<file path="config.mk">
export PLATFORM = sky130hd
export DESIGN_NAME = grid_video_renderer
export DESIGN_NICKNAME = d
export VERILOG_FILES = /design/src/rtl/gol_video_pkg.sv /design/src/rtl/vga_timing_gen.sv /design/src/rtl/grid_video_renderer.sv
export SDC_FILE = /design/constraint.sdc
export NUM_CORES = 1
export LEC_CHECK = 0
export ABC_AREA = 1
export CORE_AREA = 2 2 117 91
export DETAILED_ROUTE_END_ITERATION = 12
export DIE_AREA = 0 0 119 93
export GPL_ROUTABILITY_DRIVEN = 0
export HOLD_SLACK_MARGIN = 0.12
export PLACE_DENSITY_LB_ADDON = 0.08
export SLEW_MARGIN = 40
export SYNTH_ARGS = -nofsm -noshare
export SYNTH_HDL_FRONTEND = slang
export SYNTH_SLANG_ARGS = --single-unit
</file>
<file path="constraint.sdc">
create_clock -name clk -period 4.3 [get_ports clk]
set_input_delay 1.29 -clock clk [delete_from_list [all_inputs] [get_ports clk]]
set_output_delay 1.29 -clock clk [all_outputs]
set_load 0.05 [all_outputs]
</file>
<file path="src/rtl/gol_video_pkg.sv">
// rtl/gol_video_pkg.sv - shared timing constants, colour type and cell indexing for the grid renderer
package gol_video_pkg;

  localparam int H_ACTIVE_DEF = 640;
  localparam int H_FP_DEF     = 16;
  localparam int H_SYNC_DEF   = 96;
  localparam int H_BP_DEF     = 48;
  localparam int V_ACTIVE_DEF = 480;
  localparam int V_FP_DEF     = 10;
  localparam int V_SYNC_DEF   = 2;
  localparam int V_BP_DEF     = 33;

  localparam int H_TOTAL      = H_ACTIVE_DEF + H_FP_DEF + H_SYNC_DEF + H_BP_DEF;
  localparam int V_TOTAL      = V_ACTIVE_DEF + V_FP_DEF + V_SYNC_DEF + V_BP_DEF;
  localparam int H_SYNC_START = H_ACTIVE_DEF + H_FP_DEF;
  localparam int H_SYNC_END   = H_SYNC_START + H_SYNC_DEF;
  localparam int V_SYNC_START = V_ACTIVE_DEF + V_FP_DEF;
  localparam int V_SYNC_END   = V_SYNC_START + V_SYNC_DEF;

  // Counter width sized for the default 800x525 raster; smaller rasters fit too.
  localparam int CNT_W = $clog2((H_TOTAL > V_TOTAL) ? H_TOTAL : V_TOTAL);

  localparam int GRID_N = 8;

  typedef logic [23:0] rgb_t;

  function automatic logic [5:0] cell_idx(input logic [2:0] row, input logic [2:0] col);
    return {row, col};
  endfunction

endpackage

</file>
<file path="src/rtl/vga_timing_gen.sv">
// rtl/vga_timing_gen.sv - free-running h/v raster counters with sync windows and active flag
module vga_timing_gen
  import gol_video_pkg::*;
#(
  parameter int H_ACTIVE = H_ACTIVE_DEF,
  parameter int H_FP     = H_FP_DEF,
  parameter int H_SYNC   = H_SYNC_DEF,
  parameter int H_BP     = H_BP_DEF,
  parameter int V_ACTIVE = V_ACTIVE_DEF,
  parameter int V_FP     = V_FP_DEF,
  parameter int V_SYNC   = V_SYNC_DEF,
  parameter int V_BP     = V_BP_DEF
) (
  input  logic             clk,
  input  logic             reset_n,
  output logic [CNT_W-1:0] h_cnt,
  output logic [CNT_W-1:0] v_cnt,
  output logic             active,
  output logic             hsync_win,
  output logic             vsync_win,
  output logic             line_last,
  output logic             frame_last
);

  localparam int HT = H_ACTIVE + H_FP + H_SYNC + H_BP;
  localparam int VT = V_ACTIVE + V_FP + V_SYNC + V_BP;

  localparam logic [CNT_W-1:0] H_LAST = CNT_W'(HT - 1);
  localparam logic [CNT_W-1:0] V_LAST = CNT_W'(VT - 1);
  localparam logic [CNT_W-1:0] H_ACT  = CNT_W'(H_ACTIVE);
  localparam logic [CNT_W-1:0] V_ACT  = CNT_W'(V_ACTIVE);
  localparam logic [CNT_W-1:0] HS_0   = CNT_W'(H_ACTIVE + H_FP);
  localparam logic [CNT_W-1:0] HS_1   = CNT_W'(H_ACTIVE + H_FP + H_SYNC);
  localparam logic [CNT_W-1:0] VS_0   = CNT_W'(V_ACTIVE + V_FP);
  localparam logic [CNT_W-1:0] VS_1   = CNT_W'(V_ACTIVE + V_FP + V_SYNC);

  always_ff @(posedge clk or negedge reset_n) begin
    if (!reset_n) begin
      h_cnt <= '0;
      v_cnt <= '0;
    end else if (line_last) begin
      h_cnt <= '0;
      v_cnt <= (v_cnt == V_LAST) ? '0 : v_cnt + 1'b1;
    end else begin
      h_cnt <= h_cnt + 1'b1;
    end
  end

  assign line_last  = (h_cnt == H_LAST);
  assign frame_last = line_last && (v_cnt == V_LAST);
  assign active     = (h_cnt < H_ACT) && (v_cnt < V_ACT);
  assign hsync_win  = (h_cnt >= HS_0) && (h_cnt < HS_1);
  assign vsync_win  = (v_cnt >= VS_0) && (v_cnt < VS_1);

endmodule

</file>
<file path="src/rtl/grid_video_renderer.sv">
// rtl/grid_video_renderer.sv - renders the 8x8 life grid as a centred board of square cells
module grid_video_renderer
  import gol_video_pkg::*;
#(
  parameter int   H_ACTIVE   = H_ACTIVE_DEF,
  parameter int   H_FP       = H_FP_DEF,
  parameter int   H_SYNC     = H_SYNC_DEF,
  parameter int   H_BP       = H_BP_DEF,
  parameter int   V_ACTIVE   = V_ACTIVE_DEF,
  parameter int   V_FP       = V_FP_DEF,
  parameter int   V_SYNC     = V_SYNC_DEF,
  parameter int   V_BP       = V_BP_DEF,
  parameter int   CELL_PX    = 60,
  parameter int   X_OFFSET   = 80,
  parameter int   SHOW_LINES = 1,
  parameter rgb_t ALIVE_RGB  = 24'hFFFFFF,
  parameter rgb_t DEAD_RGB   = 24'h000000,
  parameter rgb_t LINE_RGB   = 24'h404040,
  parameter rgb_t BG_RGB     = 24'h000040
) (
  input  logic        clk,
  input  logic        reset_n,
  input  logic [63:0] grid,
  input  logic        grid_valid,
  output logic        frame_start,
  output logic        grid_taken,
  output logic        hsync_n,
  output logic        vsync_n,
  output logic        de,
  output rgb_t        rgb
);

  localparam int BOARD = GRID_N * CELL_PX;
  localparam int SUB_W = (CELL_PX > 1) ? $clog2(CELL_PX) : 1;

  localparam logic [SUB_W-1:0] SUB_LAST = SUB_W'(CELL_PX - 1);
  localparam logic [CNT_W-1:0] BX_0     = CNT_W'(X_OFFSET);
  localparam logic [CNT_W-1:0] BX_1     = CNT_W'(X_OFFSET + BOARD);
  localparam logic [CNT_W-1:0] BX_LAST  = CNT_W'(X_OFFSET + BOARD - 1);
  localparam logic [CNT_W-1:0] BY_1     = CNT_W'(BOARD);
  localparam logic [CNT_W-1:0] BY_LAST  = CNT_W'(BOARD - 1);

  if (X_OFFSET + BOARD > H_ACTIVE || BOARD > V_ACTIVE) begin : g_param_check
    $error("grid_video_renderer: board does not fit inside the active area");
  end

  logic [CNT_W-1:0] h_cnt, v_cnt;
  logic             active, hsync_win, vsync_win, line_last, frame_last;

  vga_timing_gen #(
    .H_ACTIVE(H_ACTIVE), .H_FP(H_FP), .H_SYNC(H_SYNC), .H_BP(H_BP),
    .V_ACTIVE(V_ACTIVE), .V_FP(V_FP), .V_SYNC(V_SYNC), .V_BP(V_BP)
  ) u_timing (
    .clk        (clk),
    .reset_n    (reset_n),
    .h_cnt      (h_cnt),
    .v_cnt      (v_cnt),
    .active     (active),
    .hsync_win  (hsync_win),
    .vsync_win  (vsync_win),
    .line_last  (line_last),
    .frame_last (frame_last)
  );

  logic [SUB_W-1:0] x_sub, y_sub;
  logic [2:0]       col, row;
  logic [63:0]      shadow;
  logic             in_board;
  rgb_t             pixel;

  // Cell counters always describe the current h_cnt/v_cnt, so they are
  // cleared one step before the board edge and stepped while inside it.
  always_ff @(posedge clk or negedge reset_n) begin
    if (!reset_n) begin
      x_sub <= '0;
      col   <= '0;
      y_sub <= '0;
      row   <= '0;
    end else begin
      if (h_cnt >= BX_0 && h_cnt < BX_LAST) begin
        if (x_sub == SUB_LAST) begin
          x_sub <= '0;
          col   <= col + 3'd1;
        end else begin
          x_sub <= x_sub + 1'b1;
        end
      end else begin
        x_sub <= '0;
        col   <= '0;
      end
      if (line_last) begin
        if (v_cnt < BY_LAST) begin
          if (y_sub == SUB_LAST) begin
            y_sub <= '0;
            row   <= row + 3'd1;
          end else begin
            y_sub <= y_sub + 1'b1;
          end
        end else begin
          y_sub <= '0;
          row   <= '0;
        end
      end
    end
  end

  assign in_board = (h_cnt >= BX_0) && (h_cnt < BX_1) && (v_cnt < BY_1);

  always_comb begin
    pixel = BG_RGB;
    if (in_board) begin
      if (SHOW_LINES != 0 && (x_sub == '0 || y_sub == '0)) pixel = LINE_RGB;
      else if (shadow[cell_idx(row, col)])                pixel = ALIVE_RGB;
      else                                                 pixel = DEAD_RGB;
    end
  end

  // Shadow only moves on the last pixel of the frame so an image never tears.
  always_ff @(posedge clk or negedge reset_n) begin
    if (!reset_n) begin
      shadow      <= '0;
      grid_taken  <= 1'b0;
      frame_start <= 1'b0;
      hsync_n     <= 1'b1;
      vsync_n     <= 1'b1;
      de          <= 1'b0;
      rgb         <= '0;
    end else begin
      if (frame_last && grid_valid) shadow <= grid;
      grid_taken  <= frame_last && grid_valid;
      frame_start <= (h_cnt == '0) && (v_cnt == '0);
      hsync_n     <= ~hsync_win;
      vsync_n     <= ~vsync_win;
      de          <= active;
      rgb         <= active ? pixel : '0;
    end
  end

endmodule
</file>
==> results of run 1 <==
==> how the worst min path moves through the flow <==
stage | to | cells after the start | slack, ns | from
CTS | x_sub[0] | 1 | 0.48 | x_sub[0]
global route | shadow[58] | 2 | 0.50 | shadow[58]
finish | x_sub[0] | 1 | 0.47 | x_sub[0]
floorplan | x_sub[0] | 1 | 0.43 | x_sub[0]
detailed placement | x_sub[0] | 1 | 0.46 | x_sub[0]
global placement | x_sub[0] | 1 | 0.45 | x_sub[0]
==> power by group through the flow <==
stage	Clock [W]	Combinational, W	Sequential [W]
detailed placement	0	0.0000856	0.00105
finish	0.000898	0.0000862	0.00103
global placement	0	0.0000859	0.00105
floorplan	0	0.00000000126	0.00105
global route	0.000952	0.0000938	0.00103
CTS	0.000913	0.0000859	0.00103
==> sequential cells by signal (all words and copies together), names as in the netlist <==
name,cells
col,3
de,1
frame_start,1
grid_taken,1
hsync_n,1
rgb,3
row,3
shadow,64
u_timing.h_cnt,10
u_timing.v_cnt,10
vsync_n,1
x_sub,6
y_sub,6
==> metal layers <==
| layer | wire length [µm] | vias up | global-route usage, % | part of all wire (%) |
|---|---|---|---|---|
| met4 | 119 | 0 | 5.556 | 0.95 |
| met5 | 0 | - | 0 | 0 |
| li1 | - | 2343 | - | - |
| met1 | 5879 | 2277 | 34.41 | 47 |
| met2 | 5683 | 159 | 39.32 | 45 |
| met3 | 831 | 8 | 4.878 | 6.6 |
==> placed cells by master (no fill, tap or decap), drive strengths merged <==
cell           count
nor3              17
ha                10
a31oi              1
o21ai             17
xor2               6
nor3b              2
o21a               1
buf                5
clkbuf            10
o32ai              1
nor4               2
a21oi             15
xnor2              1
dfstp              2
nand2            312
dfrtp            108
inv               56
nor2              38
nand3             67
clkinv             5
bufinv             2
nand4              9
clkdlybuf4s50     94
o22ai              2
==> layout make-up <==
type,instances,area [µm²]
clock buffers,10,239.0
multi-input cells,501,2228
flip-flops and latches,110,2755
well taps,136,170.2
repair buffers,99,1003
fillers,845,3269
clock inverters,5,82.58
inverters,58,221.5
==> cell families after synthesis <==
| logic type | synth area share, % |
|---|---|
| AND/OR/NAND/NOR | 33.45 |
| buffers and inverters | 9.744 |
| flip-flops | 49.90 |
| adder cells (fa/ha/maj) | 2.266 |
| AO/OA/AOI/OAI | 3.535 |
| XOR/XNOR | 1.110 |
==> through the flow <==
stage	util, %	total power, W	hold slack [ns]	area [µm²]
after CTS	67.01	0.002033	0.4757	6680
after global placement	63.74	0.001140	0.4482	6355
final	67.21	0.002018	0.4693	6700
after global routing	67.21	0.002080	0.5012	6700
after floorplan	-	0.001054	0.4322	5522
after detailed placement	63.78	0.001140	0.4611	6359
==> flow_summary.ini, run 1 <==
[setup_path]
critical_path_depth = 1
cp-startpoint = rgb[21]
endpoint = rgb[3]
critPathSlowestCell = clkdlybuf4s50_1
critical_r2r_capture = rgb[6]
worst_path_largest_cell_delay_ns = 0.90
worstSetupStartpointType = flop
timing.critical_path.max_delay_family = buffers and inverters
crit_fanout = 21
cp-end-kind = output pin
worst_ep_arrival_time_ns = 1.90
reg_to_reg_setup_timing_slack_ns = 1.51
worstPathCellList = clkdlybuf4s50_1
worst-setup-path-type = flop to output pin
crit-reg2reg-launch = col[1]
timing.critical_path.required_ns = 3.01
r2r_cell_count = 10
worstPathBufferInverterCount = 1

[clocking]
cts.clk_slew.worst_paths_ns = 0.06
cts_setup_buffers = 0
clk-insertion-delay-late_ns = 0.35
cts-root-buf = clkbuf_16
htree_num_levels = 3
clockBufferDepth = 2
clkSinkCount = 110
post_cts_resize_count = 0
clock_tree_from_tritoncts = built
numCtsBuffers = 9
cts_stage_hold_buffer_count = 0

[route]
drt-pass1-iter-count = 5
detailedRoute.firstIterationViolations = 383
final_antenna_net_count = 0
drt-wirelength-per-cell_um = 13.61
post_route_wl_mm = 12.51
route.vias.total = 4787
route.detailed.drc = 0
post_drt_via_cell_ratio = 5.209

[final_layout]
antenna_cells = 0
post_layout_nonfiller_instances = 919
nNetsFinal = 856
syn_to_final_growth_pct = 21.35
final_layout_size_suffix_gt1_share_pct = 4.087

[worst_hold_path]
timing.hold.worst.class = flop to flop

[global_routing]
grt_pass1_wl_mm = 21.53
grt_antenna_before_repair = 0
global_route.overflow_total = 0
track_usage_pct = 24.37
vias_in_the_first_global_route = 4534
grt_max_degree = 66

[yosys]
synth_cell_type_count = 31
synthDominantAreaCellType = dfrtp_1
asr_flop_ratio_synth_pct = 100.0
synth_top_cell_area_share_pct = 48.95
syn-mean-instance-area_um2 = 7.712
synth_top_cells_by_count = 309 x nand2_1, 108 x dfrtp_1, 66 x nand3_1, 52 x inv_1, 38 x nor2_1
syn-num-nets = 793
synth_seq_area_share_pct = 49.90
library_cell_with_the_highest_instance_count_after_synthesis = nand2_1
ys.warnings.count = 0
synth_flop_cell = dfrtp_1
ys_seq_elements = 110
syn-cell-area_mm2 = 0.005522
synthesis.instances = 716
synth_top_cells_by_area = dfrtp_1 49%, nand2_1 21%, nand3_1 6.0%
synth_enable_flop_cells = 0

[sta]
finalSetupViolCount = 0
fmax_ghz = 0.3139
sum_neg_setup_slack_ns = 0
timing_hold_violations_final = 0
timing.slew.headroom_pct = 48.33
period_needed_ns = 3.186
fin_crit_sh_pct = 74.10
max_slew.worst_pin.slew_ns = 0.7751
finalWorstSetupSlack_ns = 1.114
slew_violations = 0
skew_ns = 0.007943
grt_setup_unrepaired = no

[placed_design]
place.detailed.instances = 903
port_buffers = 95
post_detail_place_hpwl_mm = 8.304
dp_worst_setup_slack_ns = 1.462

[power_and_ir_drop]
power.ir.vdd_worst_mv = 0.2086
switching_part_of_the_total_power_pct = 19.96
p_sw_w = 0.0004028
comb_power_share_pct = 4.3
p_int_w = 0.001615
p_leak_nw = 3.313
pwr_density_cell_mw_per_mm2 = 301.1
seq_power_share_pct = 51.2
clock_power_share_pct = 44.5

[floorplanning]
core_region_area_mm2 = 0.009970
chipWidth_um = 119
die_y_um = 93
start_util_pct = 55.38
top_level_ports = 96
num_rows = 32
die_area_mm2 = 0.01107

[outcome]
outcome = completed

[run]
max_cap_violations = 0
Note: power is estimated with default switching activity, not from simulation.
==> run 2: changes to the inputs <==
--- a/config.mk
+++ b/config.mk
@@ -6,9 +6,9 @@
 export NUM_CORES = 1
 export LEC_CHECK = 0
 export ABC_AREA = 1
-export CORE_AREA = 2 2 117 91
+export CORE_AREA = 2 2 127 98
 export DETAILED_ROUTE_END_ITERATION = 12
-export DIE_AREA = 0 0 119 93
+export DIE_AREA = 0 0 129 100
 export GPL_ROUTABILITY_DRIVEN = 0
 export HOLD_SLACK_MARGIN = 0.12
 export PLACE_DENSITY_LB_ADDON = 0.08
==> constraint.sdc (replaced) <==
create_clock -name clk -period 2.9 [get_ports clk]
set_input_delay 0.87 -clock clk [delete_from_list [all_inputs] [get_ports clk]]
set_output_delay 0.87 -clock clk [all_outputs]
set_load 0.05 [all_outputs]
==> run 2 against run 1 <==
Net effect:
- setup slack got worse by 0.97 ns
- sequential power up 49%
- power up 52%
- highest routed layer unchanged
- largest power group unchanged
- register-to-register slack got worse by 0.81 ns
- worst hold slack got worse by 0.0029 ns
- critical endpoint is now rgb[20]
- global-route usage down 3.8 points
==> flow_summary.ini, run 2 (synthesis gave the netlist of run 1 again) <==
[setup_path]
worst_path_largest_cell_delay_ns = 0.90
timing.critical_path.max_delay_family = buffers and inverters
crit-reg2reg-launch = u_timing.h_cnt[1]
critPathSlowestCell = clkdlybuf4s50_1
worstPathBufferInverterCount = 1
crit_fanout = 21
critical_r2r_capture = shadow[21]
timing.critical_path.required_ns = 2.03
reg_to_reg_setup_timing_slack_ns = 0.70
cp-end-kind = output pin
worst_ep_arrival_time_ns = 1.89
worst-setup-path-type = flop to output pin
worstPathCellList = clkdlybuf4s50_1
r2r_cell_count = 9
worstSetupStartpointType = flop

[final_layout]
leading_cell_type_in_the_layout_fill_and_taps_excluded = nand2_1
antenna_cells = 0
registers_with_the_most_flip_flops = shadow x64, u_timing.h_cnt x10, u_timing.v_cnt x10
final_layout_size_suffix_gt1_share_pct = 4.447
largest_register_ff_count = 64
syn_to_final_growth_pct = 22.84
nNetsFinal = 859
max_flop_register = shadow
post_layout_nonfiller_instances = 953
most-common-layout-cells = 309 x nand2_1, 108 x dfrtp_1, 93 x clkdlybuf4s50_1

[clocking]
clkSinkCount = 110
htree_num_levels = 3
clock_tree_from_tritoncts = built
cts_setup_buffers = 0
clockBufferDepth = 2
cts-root-buf = clkbuf_16
cts.clk_slew.worst_paths_ns = 0.06
numCtsBuffers = 9
cts_stage_hold_buffer_count = 0
clk-insertion-delay-late_ns = 0.35
post_cts_resize_count = 0

[route]
top_layer = met4
drt-wirelength-per-cell_um = 13.19
final_antenna_net_count = 0
drt-pass1-iter-count = 5
route.detailed.drc = 0
post_route_wl_mm = 12.57
post_drt_via_cell_ratio = 4.849
route.vias.total = 4621
met1_routed_length_mm = 6.283
wl_met3_um = 671
detailedRoute.firstIterationViolations = 316
detailroute.wirelength.met2_mm = 5.502

[sta]
period_needed_ns = 2.760
skew_ns = 0.01372
holdWs_ns = 0.4665
sum_neg_setup_slack_ns = 0
finalSetupViolCount = 0
fmax_ghz = 0.3623
fin_crit_sh_pct = 95.18
timing.slew.headroom_pct = 57.04
grt_setup_unrepaired = no
timing_hold_violations_final = 0
max_slew.worst_pin.slew_ns = 0.6444
slew_violations = 0

[run]
max_cap_violations = 0

[floorplanning]
top_level_ports = 96
core_region_area_mm2 = 0.01187
die_y_um = 100
die_area_mm2 = 0.01290
chipWidth_um = 129
num_rows = 35
start_util_pct = 46.53

[global_routing]
grt_max_degree = 111
vias_in_the_first_global_route = 4358
grt_antenna_before_repair = 0
track_usage_pct = 20.54
global_route.overflow_total = 0
grt_pass1_wl_mm = 21.00

[power_and_ir_drop]
power.ir.vdd_worst_mv = 0.3717
p_leak_nw = 3.353
pwr_density_cell_mw_per_mm2 = 452.2

[worst_hold_path]
hold_depth = 1
min_delay_worst_endpoint = x_sub[0]
timing.hold.worst.start = x_sub[0]
timing.hold.worst.class = flop to flop

[placed_design]
place.detailed.instances = 937
post_detail_place_hpwl_mm = 8.281
port_buffers = 95

[outcome]
outcome = completed
-- run 2: changes by cell type in the layout (fill, tap and decap cells not counted) --
cell             previous run  this run
inv_4                       1         0
inv_2                       2         3
bufinv_16                   2         3
clkinvlp_4                  0         1
clkbuf_8                    1         0
dlymetal6s2s_1              0         1
clkinv_1                    2         3
clkdlybuf4s50_1            94        93
clkinv_2                    2         1
buf_4                       3         6
-- run 2: power breakdown --
group | switching (W) | internal [W]
clock | 0.000564 | 0.000847
sequential | 0 | 0.00153
combinational | 0.0000435 | 0.0000794
total | 0.000608 | 0.00246
-- run 2: final cells by class --
type	count	area, µm²
inverter	58	217.7
multi-input combinational	501	2228
clock inverter	7	120.1
fill	1136	5085
clock buffer	9	225.2
sequential	110	2755
timing repair buffer	102	1028
tap	166	207.7
-- run 2: worst max-delay path by stage --
stage               cells after the start       to  startpoint  slack, ns
floorplan                               1  rgb[10]     rgb[21]       0.81
global placement                        1   rgb[0]     rgb[21]       0.52
detailed placement                      1  rgb[15]     rgb[21]       0.46
CTS                                     1  rgb[15]     rgb[21]       0.09
global route                            1   rgb[1]     rgb[21]      0.004
finish                                  1  rgb[20]     rgb[21]       0.14
-- run 2: per-layer routing --
layer | GRT usage [%] | up-vias
met5 | 0 | -
met4 | 5.351 | 0
met3 | 4.318 | 8
met2 | 31.42 | 131
met1 | 29.97 | 2124
li1 | - | 2358
-- run 2: metrics by stage --
stage               area [µm²]  worst slack, ns  power (W)  utilization (%)
finish                    6783           0.1398   0.003068            57.15
global route              6783         0.003942   0.003173            57.15
CTS                       6780          0.09140   0.003116            57.13
detailed placement        6435           0.4639   0.001689            54.22
global placement          6435           0.5230   0.001688            54.22
floorplan                 5522           0.8128   0.001563                -
